$ cat src/rtl/wb_arb2_pkg.sv
// wb_arb2_pkg: shared types and constants for the two-master Wishbone arbiter.
// The state encoding is chosen so that bits [1:0] double as the one-hot grant.
package wb_arb2_pkg;

   localparam int TIMEOUT_CW = 16;

   typedef enum logic [2:0] {
      IDLE  = 3'b000,
      OWN0  = 3'b001,
      OWN1  = 3'b010,
      ABORT = 3'b100
   } arb_state_t;

   // One-hot grant view of a state; IDLE and ABORT both map to 2'b00.
   function automatic logic [1:0] gnt_of(input arb_state_t s);
      return s[1:0];
   endfunction

endpackage

$ cat src/rtl/wb_arb2_rr_pick2.sv
// rr_pick2: two-way round-robin pick. A lone requester wins; on a tie the
// master that did not own the bus last wins (last = 1 means m1 owned last).
module rr_pick2 (
   input  logic [1:0] req,
   input  logic       last,
   output logic [1:0] pick
);

   // Tie-break against the previous owner, otherwise pass the request through.
   always_comb begin
      pick = req;
      if (req == 2'b11) pick = last ? 2'b01 : 2'b10;
   end

endmodule

$ cat src/rtl/wb_arb2.sv
// wb_arb2: two-master Wishbone arbiter (m0 = data port, m1 = instruction port)
// with per-CYC ownership and round-robin fairness.
// Optional feature: define WB_ARB2_TIMEOUT_EN to enable the no-response
// watchdog, which errors the owner and aborts the cycle via the ABORT state.
module wb_arb2
   import wb_arb2_pkg::*;
#(
   parameter int AW      = 32,
   parameter int DW      = 32,
   parameter int TIMEOUT = 255
) (
   input  logic            wb_clk_i,
   input  logic            wb_rst_i,
   input  logic [AW-1:0]   m0_addr_i,
   input  logic [DW-1:0]   m0_data_i,
   input  logic [DW/8-1:0] m0_sel_i,
   input  logic            m0_we_i,
   input  logic            m0_cyc_i,
   input  logic            m0_stb_i,
   output logic [DW-1:0]   m0_data_o,
   output logic            m0_ack_o,
   output logic            m0_err_o,
   output logic            m0_rty_o,
   input  logic [AW-1:0]   m1_addr_i,
   input  logic [DW-1:0]   m1_data_i,
   input  logic [DW/8-1:0] m1_sel_i,
   input  logic            m1_we_i,
   input  logic            m1_cyc_i,
   input  logic            m1_stb_i,
   output logic [DW-1:0]   m1_data_o,
   output logic            m1_ack_o,
   output logic            m1_err_o,
   output logic            m1_rty_o,
   output logic [AW-1:0]   s_addr_o,
   output logic [DW-1:0]   s_data_o,
   output logic [DW/8-1:0] s_sel_o,
   output logic            s_we_o,
   output logic            s_cyc_o,
   output logic            s_stb_o,
   input  logic [DW-1:0]   s_data_i,
   input  logic            s_ack_i,
   input  logic            s_err_i,
   input  logic            s_rty_i,
   output logic [1:0]      gnt_o
);

   arb_state_t r_state, w_state_nxt;
   logic       r_last, w_last_nxt;
   logic       w_req0, w_req1;
   logic [1:0] w_pick;
   logic       w_own0, w_own1;
   logic       w_resp;
   logic       w_to_hit;

   assign w_req0 = m0_cyc_i & m0_stb_i;
   assign w_req1 = m1_cyc_i & m1_stb_i;
   assign w_own0 = (r_state == OWN0);
   assign w_own1 = (r_state == OWN1);
   assign w_resp = s_ack_i | s_err_i | s_rty_i;

   rr_pick2 u_pick (
      .req  ({w_req1, w_req0}),
      .last (r_last),
      .pick (w_pick)
   );

`ifdef WB_ARB2_TIMEOUT_EN
   localparam logic [TIMEOUT_CW-1:0] LP_TO_LAST = TIMEOUT_CW'(TIMEOUT - 1);

   logic [TIMEOUT_CW-1:0] r_cnt;
   logic                  w_own_stb;

   assign w_own_stb = (w_own0 & m0_stb_i) | (w_own1 & m1_stb_i);
   // A strobe still outstanding at the limit with no response this cycle trips.
   assign w_to_hit  = w_own_stb & ~w_resp & (r_cnt == LP_TO_LAST);

   // Count consecutive cycles the owner's strobe waits without a response.
   always_ff @(posedge wb_clk_i) begin
      if (wb_rst_i || !(w_own0 || w_own1) || !w_own_stb || w_resp)
         r_cnt <= '0;
      else
         r_cnt <= r_cnt + 1'b1;
   end
`else
   assign w_to_hit = 1'b0;
`endif

   // Next-state: grant from IDLE, release on owner CYC drop, abort on watchdog.
   always_comb begin
      w_state_nxt = r_state;
      w_last_nxt  = r_last;
      case (r_state)
         IDLE: begin
            if (w_pick[0])      w_state_nxt = OWN0;
            else if (w_pick[1]) w_state_nxt = OWN1;
         end
         OWN0: begin
            if (!m0_cyc_i) begin
               w_last_nxt  = 1'b0;
               w_state_nxt = w_req1 ? OWN1 : IDLE;
            end else if (w_to_hit) begin
               w_last_nxt  = 1'b0;
               w_state_nxt = ABORT;
            end
         end
         OWN1: begin
            if (!m1_cyc_i) begin
               w_last_nxt  = 1'b1;
               w_state_nxt = w_req0 ? OWN0 : IDLE;
            end else if (w_to_hit) begin
               w_last_nxt  = 1'b1;
               w_state_nxt = ABORT;
            end
         end
         default: w_state_nxt = IDLE;
      endcase
   end

   // State and last-owner registers; last resets to m1 so m0 wins the first tie.
   always_ff @(posedge wb_clk_i) begin
      if (wb_rst_i) begin
         r_state <= IDLE;
         r_last  <= 1'b1;
      end else begin
         r_state <= w_state_nxt;
         r_last  <= w_last_nxt;
      end
   end

   assign gnt_o     = gnt_of(r_state);
   assign m0_data_o = s_data_i;
   assign m1_data_o = s_data_i;

   // Owner mux: slave side mirrors the owner, responses go back to the owner only.
   always_comb begin
      s_addr_o = '0;
      s_data_o = '0;
      s_sel_o  = '0;
      s_we_o   = 1'b0;
      s_cyc_o  = 1'b0;
      s_stb_o  = 1'b0;
      m0_ack_o = 1'b0;
      m0_err_o = 1'b0;
      m0_rty_o = 1'b0;
      m1_ack_o = 1'b0;
      m1_err_o = 1'b0;
      m1_rty_o = 1'b0;
      if (w_own0) begin
         s_addr_o = m0_addr_i;
         s_data_o = m0_data_i;
         s_sel_o  = m0_sel_i;
         s_we_o   = m0_we_i;
         s_cyc_o  = m0_cyc_i;
         s_stb_o  = m0_stb_i;
         m0_ack_o = s_ack_i & m0_stb_i;
         m0_err_o = (s_err_i & m0_stb_i) | w_to_hit;
         m0_rty_o = s_rty_i & m0_stb_i;
      end else if (w_own1) begin
         s_addr_o = m1_addr_i;
         s_data_o = m1_data_i;
         s_sel_o  = m1_sel_i;
         s_we_o   = m1_we_i;
         s_cyc_o  = m1_cyc_i;
         s_stb_o  = m1_stb_i;
         m1_ack_o = s_ack_i & m1_stb_i;
         m1_err_o = (s_err_i & m1_stb_i) | w_to_hit;
         m1_rty_o = s_rty_i & m1_stb_i;
      end
   end

endmodule
$ cat config.mk
export PLATFORM = sky130hd
export DESIGN_NAME = wb_arb2
export DESIGN_NICKNAME = d
export VERILOG_FILES = /design/src/rtl/wb_arb2_pkg.sv /design/src/rtl/wb_arb2_rr_pick2.sv /design/src/rtl/wb_arb2.sv
export SDC_FILE = /design/constraint.sdc
export NUM_CORES = 1
export LEC_CHECK = 0
export ABC_AREA = 1
export BUFFER_PORTS_ARGS = -buffer_cell sky130_fd_sc_hd__buf_2
export CAP_MARGIN = 0
export CORE_AREA = 5 5 120 122
export DETAILED_ROUTE_END_ITERATION = 8
export DIE_AREA = 0 0 125 127
export PLACE_DENSITY = 0.53
export SETUP_SLACK_MARGIN = 0.05
export SLEW_MARGIN = 20
export SYNTH_ARGS = -nofsm -noshare
export SYNTH_HDL_FRONTEND = slang
export SYNTH_SLANG_ARGS = --single-unit
$ cat constraint.sdc
create_clock -name wb_clk_i -period 2.45 [get_ports wb_clk_i]
set_input_delay 0.245 -clock wb_clk_i [delete_from_list [all_inputs] [get_ports wb_clk_i]]
set_output_delay 0.245 -clock wb_clk_i [all_outputs]
set_load 0.01 [all_outputs]
Word-level counts from Yosys, hierarchy flattened
Cells that the tools add are included.
- input port bits: 179
- logic and storage cells: 53
- flip-flop bits (word level): 4
- mux-type cells: 33
- bitwise operators: 8
- reductions and logical operators: 4
- eq/ne operators: 6
- operators by type and width (cell ; number):
    32-bit two-way mux ; 4
    1-bit two-way mux ; 18
    3-bit two-way mux ; 4
    3-bit one-hot mux with 3 select lines ; 1
    1-bit bitwise AND ; 8
    4-bit two-way mux ; 2
    2-bit two-way mux ; 3
    3-bit AND reduction ; 2
    2-bit != test, second input constant ; 2
    3-bit by 1-bit == test with 1-bit output, second input constant ; 1
    3-bit by 2-bit == test with 1-bit output, second input constant ; 1
    3-bit logical NOT ; 1
    3-bit by 1-bit != test with 1-bit output, second input constant ; 1
    2-bit == test, second input constant ; 1
    1-bit one-hot mux with 2 select lines ; 1
    2-bit nonzero test ; 1

Logic depth before layout (Yosys ltp)
- depth after elaboration: 6
- depth in mapped cells: 7
- depth with buffers taken out: 6

Modules after synthesis
Synthesis repeated with hierarchy kept, for this count alone.
- cell total of the unflattened synthesis: 199
- area total of the unflattened synthesis: 1516.5 µm²
- by module, submodules not included (module ; instances ; seq. area each (µm²) ; cells each ; area an instance (µm²)):
    wb_arb2 ; 1 ; 60.1 ; 194 ; 1495.2
    rr_pick2 ; 1 ; 0.0 ; 5 ; 21.3

Worst setup path after synthesis
Ideal clock, no wire load.
- path kind: register to output
- from: register r_state[0]
- to: output port m0_ack_o
- arrival: 1.063 ns
- path buffers: 2
- required time: 2.205 ns
- setup slack: 1.142 ns
- stages on the path, launching flop included: 7
- path through: dfxtp_1 buf_4 nand2_4 inv_4 buf_8 nand2_4 nor2_1
- cells in the longest elaborated chain, start to end: 2
- RTL lines (what ; line ; text):
    start: declaration ; wb_arb2.sv:47 ; arb_state_t r_state, w_state_nxt;
    start signal: assignment ; wb_arb2.sv:125 ; r_state <= w_state_nxt;
    3-bit by 1-bit == test with 1-bit output ; wb_arb2.sv:57 ; assign w_own0 = (r_state == OWN0);
    1-bit two-way mux ; wb_arb2.sv:148 ; if (w_own0) begin
    end: declaration ; wb_arb2.sv:21 ; output logic m0_ack_o,
Every way passes these cells.

Worst setup path in the final report
- from: register r_state[0]
- to: output port s_data_o[3]
- cells in the longest elaborated chain, start to end: 3
- RTL lines (what ; line ; text):
    3-bit by 2-bit == test with 1-bit output ; wb_arb2.sv:58 ; assign w_own1 = (r_state == OWN1);
    32-bit two-way mux ; wb_arb2.sv:158 ; end else if (w_own1) begin
    32-bit two-way mux * ; wb_arb2.sv:148 ;
    end: declaration ; wb_arb2.sv:35 ; output logic [DW-1:0] s_data_o,
Every way passes the cells marked *; elsewhere a longest branch is shown, timed or not.

==> flow_summary.toml <==
[run_status]
outcome = "completed"

[logic_synthesis]
synth_top_area_frac = 0.395
synth_seq_cells = 3
synth_area_per_cell_um2 = 7.88
synthCells = 194
ys_top_cells_by_area = "a22o_1 40%, buf_4 33%, buf_6 8.1%"
yosys_warnings = 0
syn-num-nets = 373
synth_seq_area_share = 0.0393
synth_top_area_cell = "a22o_1"
synthesis.area_um2 = 1530
yosysUniqueCellTypes = 17

[place]
dpl-instance-area_um2 = 2270
post-place-cells = 518
dp_hpwl_um = 5990
place_congestion = 0.873
port_buffers = 225

[setup_path]
critPathBufInv = 3
worstSetupPathType = "register to output pin"
crit_chain = "nand2_4 > inv_4 > buf_12 > a22o_1 > buf_2"
crit_fanout = 43
arrival_ns = 1.79
required_ns = 2.20
max_stage_delay_ns = 0.59
crit_family = "buffers and inverters"
slowest_stage = "dfxtp_1"
start_kind = "register"
end_kind = "output pin"

[clock_tree]
cts.sinks = 3
htreeDepth = 1
clkTransAtPathRegs_ns = 0.03
cts_root_buffer = "clkbuf_16"
cts_tree = "yes"
cts_buffers = 3
postCtsHoldBufs = 0
cts_resized = 0
clk_latency_ns = 0.22
cts_setup_buffers = 0
cts_buffer_depth = 2

[finish]
diodes = 0
regArea_um2 = 60.1
multi_input_area_um2 = 795
final_cells = 522
finalInstanceArea_um2 = 2350
layout.cells.most_common = "buf_2"
n_fill_cell = 1485
post-route-util = 0.180
drive_gt1_frac = 0.682
final_cell_mix = "225 x buf_2, 69 x a22o_1, 12 x nor2_1"
final_nets = 526
synthToLayoutAreaGrowth_pct = 53.8

[power_and_ir_drop]
switching_power_uw = 883
power_uw = 1860
internal_power_uw = 973
vdd_drop_max_mv = 0.608
seq_power_share = 0.050
clock_power_share = 0.139
powerDensity_nw_per_um2 = 789
sw_frac_of_total = 0.476
p_leak_uw = 0.00146
combPwrFrac = 0.811

[global_route]
grt_pass1_vias = 1996
grt_first_pass_wirelength_um = 10400
top_usage_layer = "met2"
grtUsageMet3 = 0.0263
grt_util_met2 = 0.137
grt_use_total = 0.0778
met1_usage = 0.0907
grt_max_degree = 51
antenna_found_initial = 1
gr-total-overflow = 0

[timing]
rsz0062_at_grt = "no"
min_period_ns = 2.04
slew_headroom = 0.694
worst_pin_slew_ns = 0.458
setup_tns_ns = 0
setup_viol = 0
skew_ns = 0.000361
slew_viol_final = 0
min_period_over_period = 0.832
fmax_mhz = 491
hold_viol = 0

[floorplanning]
core_um2 = 13100
initial_core_util = 0.117
die_width_um = 125
ios = 322
die-area_um2 = 15900
die_h_um = 127
rows = 42

[drt]
first_iter_violations = 40
vias_per_cell = 3.74
drcViolationCount = 0
ant_nets = 0
firstDrtPassIters = 4
avgRoutedWirePerCell_um = 13.4
num_vias = 1954
routed_wirelength_um = 7020

[worst_hold_path]
hold_path.class = "primary input to register"

[flow_run]
drv_cap = 0
-- logic make-up (layout without fill, tap and decap cells) --
kind of cell,Yosys count,after routing,synth area share
AOI/OAI and AO/OA,74,74,0.416
buffers and inverters,87,239,0.441
DFF,3,3,0.0393
and+or+nand+nor,30,30,0.104
-- synthesized netlist by cell type --
| master | instances |
|---|---|
| o21a_1 | 1 |
| nand2_1 | 10 |
| nand2_4 | 3 |
| inv_2 | 1 |
| a22o_1 | 69 |
| dfxtp_1 | 3 |
| o21ai_0 | 3 |
| inv_1 | 6 |
| nand3_1 | 3 |
| nor2_1 | 12 |
| inv_4 | 1 |
| buf_8 | 1 |
| nand3b_1 | 1 |
| o311ai_0 | 1 |
| buf_4 | 67 |
| buf_6 | 11 |
| nor2_8 | 1 |
-- power groups by stage --
stage	clock network, uW	registers, uW	logic [uW]
2_1_floorplan	0	80.0	1130
3_3_place_gp	0	90.6	1520
3_5_place_dp	0	91.5	1520
4_1_cts	264	91.0	1520
5_1_grt	276	95.5	1650
6_report	258	91.9	1510
-- worst register-to-register path, stage by stage, from the launching register on --
cell,delay (ns)
dfxtp_1,0.59
nand3b_1,0.21
nand3_1,0.13
o21ai_0,0.18
inv_1,0.05
-- final cells by class --
cell class | count | share of cell area
clock buffers | 4 | 0.0335
multi-input cells | 104 | 0.338
flip-flops and latches | 3 | 0.0255
inverters | 8 | 0.0138
well taps | 176 | 0.0936
repair buffers | 227 | 0.496
-- sequential cells by signal, indices dropped and copies added, names as in the netlist --
register and cells:
r_state 2, r_last 1
-- metrics by stage --
step	setup WS (ns)	hold slack, ns
2_1_floorplan	1.14	0.380
3_3_place_gp	0.661	0.490
3_5_place_dp	0.639	0.490
4_1_cts	0.398	0.278
5_1_grt	0.288	0.295
6_report	0.411	0.279
-- final timing paths --
| kind | start | endpoint | slack, ns | cells past startpoint |
|---|---|---|---|---|
| worst max-delay path | r_state[0] | s_data_o[3] | 0.41 | 5 |
| worst min-delay path | wb_rst_i | r_last | 0.28 | 3 |
| worst max register to register | r_state[0] | r_state[0] | 1.18 | 4 |
| worst min register to register | r_last | r_last | 0.50 | 2 |
-- metal layers --
| layer | part of all wire | vias to the layer above |
|---|---|---|
| li1 | - | 951 |
| met1 | 0.38 | 851 |
| met2 | 0.49 | 127 |
| met3 | 0.11 | 23 |
| met4 | 0.015 | 2 |
| met5 | 0.0028 | - |
Power figures use the tool's default switching activity.
